<file path="config.mk">
export PLATFORM = sky130hd
export DESIGN_NAME = ascii_decimal_parser
export DESIGN_NICKNAME = d
export VERILOG_FILES = /design/src/rtl/ascii_decimal_parser.sv
export SDC_FILE = /design/constraint.sdc
export NUM_CORES = 1
export LEC_CHECK = 0
export BUFFER_PORTS_ARGS = -buffer_cell sky130_fd_sc_hd__buf_2
export CORE_MARGIN = 2
export CORE_UTILIZATION = 40
export DETAILED_ROUTE_END_ITERATION = 12
export GPL_TIMING_DRIVEN = 0
export HOLD_SLACK_MARGIN = 0.15
export MAX_ROUTING_LAYER = met4
export PLACE_DENSITY = 0.61
export SLEW_MARGIN = 25
export SYNTH_ARGS = -nofsm -noshare
export SYNTH_HDL_FRONTEND = slang
export SYNTH_SLANG_ARGS = --single-unit
</file>
<file path="constraint.sdc">
create_clock -name clk -period 2.7 [get_ports clk]
set_input_delay 0.54 -clock clk [delete_from_list [all_inputs] [get_ports clk]]
set_output_delay 0.54 -clock clk [all_outputs]
set_load 0.01 [all_outputs]
</file>
<file path="src/rtl/ascii_decimal_parser.sv">
// rtl/ascii_decimal_parser.sv - ASCII decimal digit stream to saturating binary value
// Multiply-by-10-and-add accumulator; result is held in DONE until the consumer takes it.
module ascii_decimal_parser #(
   parameter int H          = 32,
   parameter int V          = 32,
   parameter int MAX_DIGITS = 4,
   localparam int W         = $clog2(H * V)
) (
   input  logic         clk,
   input  logic         rst,
   input  logic [6:0]   char_in,
   input  logic         char_valid,
   output logic         char_ready,
   output logic [W-1:0] value,
   output logic         value_valid,
   input  logic         value_ready,
   output logic         overflow,
   output logic         error,
   output logic [2:0]   digit_count
);

   localparam logic       ST_ACCUM = 1'b0;
   localparam logic       ST_DONE  = 1'b1;
   localparam int         MAXV     = H * V - 1;
   localparam logic [2:0] DMAX     = 3'(MAX_DIGITS);

   logic         state_q, state_d;
   logic [W-1:0] acc_q, acc_d;
   logic [W-1:0] value_q, value_d;
   logic         value_valid_q, value_valid_d;
   logic         overflow_q, overflow_d;
   logic         error_q, error_d;
   logic [2:0]   digit_count_q, digit_count_d;
   logic         char_ready_q, char_ready_d;

   logic         accept;
   logic         is_digit;
   logic         is_term;
   logic         is_esc;
   logic [W+3:0] acc_ext;
   logic [W+3:0] t;

   assign accept   = char_valid & char_ready_q;
   assign is_digit = (char_in >= 7'd48) && (char_in <= 7'd57);
   assign is_term  = (char_in == 7'd13) || (char_in == 7'd32);
   assign is_esc   = (char_in == 7'd27);
   assign acc_ext  = {4'b0000, acc_q};
   assign t        = (acc_ext << 3) + (acc_ext << 1) + {{W{1'b0}}, char_in[3:0]};

   always_comb begin
      state_d       = state_q;
      acc_d         = acc_q;
      value_d       = value_q;
      value_valid_d = value_valid_q;
      overflow_d    = overflow_q;
      error_d       = error_q;
      digit_count_d = digit_count_q;

      if (state_q == ST_ACCUM) begin
         if (accept) begin
            if (is_digit) begin
               if (!error_q) begin
                  if (digit_count_q == DMAX) begin
                     overflow_d = 1'b1;
                  end else begin
                     if (t > (W+4)'(MAXV)) begin
                        acc_d      = W'(MAXV);
                        overflow_d = 1'b1;
                     end else begin
                        acc_d = t[W-1:0];
                     end
                     digit_count_d = digit_count_q + 3'd1;
                  end
               end
            end else if (is_term) begin
               if (digit_count_q != 3'd0 || error_q) begin
                  value_d       = error_q ? '0 : acc_q;
                  value_valid_d = 1'b1;
                  state_d       = ST_DONE;
               end
            end else if (is_esc) begin
               acc_d         = '0;
               digit_count_d = 3'd0;
               overflow_d    = 1'b0;
               error_d       = 1'b0;
            end else begin
               error_d = 1'b1;
            end
         end
      end else begin
         if (value_valid_q && value_ready) begin
            value_valid_d = 1'b0;
            acc_d         = '0;
            digit_count_d = 3'd0;
            overflow_d    = 1'b0;
            error_d       = 1'b0;
            state_d       = ST_ACCUM;
         end
      end
   end

   // Ready only once the state has settled in ACCUM, giving the idle cycle after a handshake.
   assign char_ready_d = (state_q == ST_ACCUM) && (state_d == ST_ACCUM);

   always_ff @(posedge clk) begin
      if (rst) begin
         state_q       <= ST_ACCUM;
         acc_q         <= '0;
         value_q       <= '0;
         value_valid_q <= 1'b0;
         overflow_q    <= 1'b0;
         error_q       <= 1'b0;
         digit_count_q <= 3'd0;
         char_ready_q  <= 1'b0;
      end else begin
         state_q       <= state_d;
         acc_q         <= acc_d;
         value_q       <= value_d;
         value_valid_q <= value_valid_d;
         overflow_q    <= overflow_d;
         error_q       <= error_d;
         digit_count_q <= digit_count_d;
         char_ready_q  <= char_ready_d;
      end
   end

   assign char_ready  = char_ready_q;
   assign value       = value_q;
   assign value_valid = value_valid_q;
   assign overflow    = overflow_q;
   assign error       = error_q;
   assign digit_count = digit_count_q;

endmodule

</file>
# After elaboration in Yosys (flattened, before gate mapping)
# Cells that the tools add are included.
[op_classes] order_cmp=3 eq_ne=11 multipliers=0 addsub=3 n_shift=0 n_div=0 n_bitwise=4 mux=43 reduce_logical=15
[op_table] operator="$mux 10" n=10
[op_table] operator="$mux 1" n=25
[op_table] operator="$mux 3" n=8
[op_table] operator="$add 13x11->14" n=1
[op_table] operator="$add 14x4->14" n=1
[op_table] operator="$gt 14x10->1 const B" n=1
[op_table] operator="$reduce_and 6->1" n=2
[op_table] operator="$reduce_and 5->1" n=2
[op_table] operator="$ne 3x3->1 const B" n=3
[op_table] operator="$eq 7x4->1 const B" n=1
[op_table] operator="$eq 7x5->1 const B" n=1
[op_table] operator="$eq 7x6->1 const B" n=1
[op_table] operator="$ge 7x6->1 const B" n=1
[op_table] operator="$le 7x6->1 const B" n=1
[op_table] operator="$reduce_bool 2->1" n=3
[op_table] operator="$reduce_bool 3->1" n=2
[op_table] operator="$ne 2x2->1 const B" n=2
[op_table] operator="$ne 4x2->1 const B" n=1
[op_table] operator="$reduce_and 4->1" n=1
[op_table] operator="$add 3x1->3 const B" n=1
[op_table] operator="$eq 3x3->1 const B" n=1
[op_table] operator="$logic_and 1x1->1" n=3
[op_table] operator="$not 1->1" n=3
[op_table] operator="$logic_or 1x1->1" n=2
[op_table] operator="2 further kinds" n=2
[word_totals] out_inout_bits=17 ramBits=0 n_memories=0 rom_bits=0 reg_bits=28 latchBits=0 inputBits=11 wordCells=87

# Longest topological paths before layout
[logic_depth] depth_word=9 ltp_mapped=10 ltp_nobuf=9

# Worst setup path before layout
# No wires, ideal clock.
[synth_timing] path_type="input-to-reg" start="input char_in[3]" end="register acc_q[7]" path_slack_ns=-0.148 cell_stages=9 arrival_ns=2.778 path_buffers=1 cell_sequence="fa_1 > fa_1 > a211oi_1 > o21bai_1 > a211o_1 > a211oi_2 > nor4_2 > buf_4 > a21oi_1"
[synth_via] elab_chain_len=8 word_cells_on_any_way=20 classes_between="add/sub (1); order compare (3); eq/ne (6); mux (6); reduce/logical (4)"
[synth_rtl] item="start, declared" line="11" source="input logic [6:0] char_in,"
[synth_rtl] item="$add 14x4->14" line="48" source="assign t = (acc_ext << 3) + (acc_ext << 1) + {{W{1'b0}}, char_in[3:0]};"
[synth_rtl] item="$gt 14x10->1" line="66" source="if (t > (W+4)'(MAXV)) begin"
[synth_rtl] item="$mux 10" line="66"
[synth_rtl] item="$mux 10" line="63" source="if (digit_count_q == DMAX) begin"
[synth_rtl] item="$mux 10" line="62" source="if (!error_q) begin"
[synth_rtl] item="$mux 10" line="61" source="if (is_digit) begin"
[synth_rtl] item="$mux 10" line="60" source="if (accept) begin"
[synth_rtl] item="$mux 10" line="59" source="if (state_q == ST_ACCUM) begin"
[synth_rtl] item="end signal, assigned" line="108" source="acc_q <= '0;"
[synth_rtl] item="end signal, assigned" line="117" source="acc_q <= acc_d;"
[synth_rtl] item="end, declared" line="28" source="logic [W-1:0] acc_q, acc_d;"
# Parallel ways exist; a longest one is shown, timed or not. The select of a mux whose other input is x is not followed.
# A chain may end at the register's enable or synchronous reset.

# Worst setup path after layout
[layout_timing] start="register acc_q[2]" end="register overflow_q, in the netlist overflow"
[layout_via] elab_chain_len=5
[layout_rtl] item="$add 13x11->14" line="48"
[layout_rtl] item="$add 14x4->14" line="48"
[layout_rtl] item="$gt 14x10->1" line="66"
[layout_rtl] item="$ne 4x2->1 (no line)"
[layout_rtl] item="$reduce_and 6->1 (no line)"
[layout_rtl] item="end signal, assigned" line="120" source="overflow_q <= overflow_d;"
[layout_rtl] item="end, declared" line="31" source="logic overflow_q, overflow_d;"
# No other way between the ends.

==> key figures <==
Critical path
  • CP peak stage delay: 0.63 ns
  • WS Path Type: reg -> reg
  • CP Data Required Time: 2.87 ns
  • CP arrival: 2.88 ns
  • Critical path startpoint category: flop
  • Worst-path cell with the longest stage delay: fa_2
  • CP bufs+invs: 1
  • Max FO, Critical Path: 5
  • CP Cell Sequence: fa_2 > ha_4 > a211oi_2 > o21bai_2 > o211ai_1 > a211oi_2 > nor4_4 > buf_6 > a21oi_2
  • Most used cell, CP: a211oi_2
  • Cell family with most CP delay: adder cells
  • Worst setup EP type: flop

Clock tree
  • CTS tree: yes
  • Clock root buffer: clkbuf_8
  • Clock Sinks: 28
  • CTS Buf Count: 3
  • Clock-pin slew on the worst setup and hold paths: 0.10 ns
  • H-tree levels: 1
  • Longest Clk Path Bufs: 2
  • Cts hold-fix bufs: 0
  • Skew-Pair Late Insertion Delay: 0.28 ns

Synth
  • Post-synth EDFFs: 0
  • Yosys warning count: 0
  • Net count after synthesis: 249
  • Avg Inst Size Synth: 9.01 um^2
  • Post-synth top cells: 29 x a21oi_1, 28 x dfxtp_1, 21 x ha_1
  • Seq cells post-synth: 28
  • Cell variety after synth: 51
  • Mapped Area: 1940 um^2
  • Async S/R FF share, synth: 0%
  • Mapped Cells: 215
  • Main area contributors after synthesis: dfxtp_1 29%, ha_1 14%, a21oi_1 7.5%
  • Count leader, synth: a21oi_1
  • Seq/Total Area, Yosys: 28.9%
  • Area leader, netlist: dfxtp_1
  • Main synth FF type: dfxtp_1
  • Synth top area share: 28.9%

Status
  • Outcome: finished, violations left
  • Failing checks: negative setup slack

STA
  • Fin. max-slew vios: 0
  • Max-slew headroom: 69.1%
  • Fin Hold WS: 0.456 ns
  • Hold Vio Cnt, Final: 0
  • Setup WS post-layout: -0.0125 ns
  • Tcrit/Tclk final: 100%
  • Final Setup Violations: 10
  • Fmax achieved: 369 MHz
  • RSZ-0062 raised after global routing: true
  • Tmin final: 2.71 ns
  • Skew final: 0.00452 ns
  • Measured slew at the worst slew-check pin: 0.464 ns

Hold path
  • Worst min path class: reg -> reg

Power and ir drop
  • Pwr Density: 350 nW/um^2
  • Leak: 0.00101 uW
  • Final Total Pwr: 824 uW
  • Peak supply drop: 0.198 mV

Die
  • Die Area: 5410 um^2
  • Core area: 4690 um^2
  • Row count: 25
  • Die W: 73.6 um
  • Initial core utilization: 41.3%
  • Die height: 73.6 um
  • Number of placed I/O pins: 28

Drt
  • Initial drt markers: 66
  • Vias per cell: 5.52
  • Routed WL: 4570 um
  • Post-route ant nets: 0
  • Drt first pass iters: 4
  • DR vias: 1695
  • Routed len/inst: 14.9 um
  • DRC: 0

GRT
  • Overflow left after global routing: 0
  • Initial antenna violation count: 0
  • Number of global-route vias before repair: 1655
  • Largest net degree at the start of global routing: 17
  • First-pass GRT wire length: 7770 um
  • All-Layer GR Usage: 18.7%

Layout
  • N_diodes: 0
  • # nets final: 288
  • Fraction of layout cells with a size suffix above 1: 33.2%
  • Final core utilization: 50.2%
  • Final-layout fill cell count: 437
  • Area Overhead vs Synth: 21.6%

Placement
  • RePlAce Congestion: 0.809
  • Hpwl dp: 3370 um
  • Number of I/O port buffers: 26

Flow run
  • Max-Cap Viols: 0
[area by class of cell]
| class | instances | area (um^2) | share of cell area, % |
|---|---|---|---|
| multi-input cells | 171 | 1360 | 57.5 |
| plain buffers | 10 | 65.1 | 2.76 |
| repair buffers | 34 | 204 | 8.66 |
| clock inverters | 1 | 30.0 | 1.28 |
| inverters | 6 | 22.5 | 0.956 |
| clock buffers | 3 | 41.3 | 1.75 |
| flip-flops and latches | 28 | 569 | 24.2 |
| well taps | 54 | 67.6 | 2.87 |
[worst min-delay path, cell delays in order, from the launching register on]
cell     delay, ns
dfxtp_1       0.32
nand2_1       0.05
a21oi_1       0.05
[registers in the layout, indices dropped and copies added (netlist names)]
register     flops
acc_q           10
value           10
digit_count      3
char_ready       1
error            1
overflow         1
state_q          1
value_valid      1
[repair_timing]
action / 4_1_cts / 5_1_grt
resized for setup: 16 / 7
setup buffers: 5 / 2
endpoints found under the setup margin: 11 / 11
pin swaps: 9 / 11
endpoints found under the hold margin: 0 / 0
cloned: 1 / 0
[layout by cell type, fill, tap and decap left out, drive strengths merged, types with 2 or more instances in the layout]
cell and n:
a211o 2, a211oi 4, a21o 2, a21oi 43, and2 5, and4b 2, buf 38, clkbuf 9
dfxtp 28, fa 2, ha 21, inv 6, nand2 19, nand3b 12, nor2 5, nor3 4
nor4 2, o211ai 3, o21a 2, o21ai 18, o21bai 2, xnor2 5, xor2 2
[cell families (layout without fill, tap and decap cells)]
| kind of cell | Yosys count | count (layout) | share of synthesized area, % |
|---|---|---|---|
| flip-flops | 28 | 28 | 28.9 |
| adder cells (fa/ha/maj) | 23 | 23 | 15.6 |
| XOR/XNOR | 7 | 7 | 3.17 |
| AO/OA/AOI/OAI | 83 | 83 | 28.7 |
| AND/OR/NAND/NOR | 58 | 58 | 19.2 |
| buffers and inverters | 16 | 54 | 4.33 |
[worst paths after layout]
path,start,endpoint,slack (ns),cells after the start
worst min register to register,value[9],value[9],0.46,2
worst min-delay path,value[9],value[9],0.46,2
worst max-delay path,acc_q[2],overflow,-0.01,9
worst max register to register,acc_q[2],overflow,-0.01,9
[metal layers]
metal,track usage (%),vias up,wire length [um]
met5,-,-,0
met4,5.45,0,19
li1,-,872,-
met2,31.6,19,2250
met3,2.06,2,92
met1,23.4,802,2210
[metrics by stage]
step | instance area (um^2) | instances | worst slack (ns) | setup TNS [ns]
after detailed placement | 2140 | 295 | -0.424 | -4.18
after global placement | 2140 | 295 | -0.409 | -4.09
after floorplan | 1950 | 215 | 0.00732 | 0
after CTS | 2300 | 305 | -0.0356 | -0.0476
final | 2350 | 307 | -0.0125 | -0.0608
after global routing | 2350 | 307 | -0.133 | -1.33
[power breakdown]
part	switching, uW	internal (uW)
clock	139	199
sequential	2.37	413
combinational	37.9	32.9
total	179	645
(Power assumes the default switching activity.)
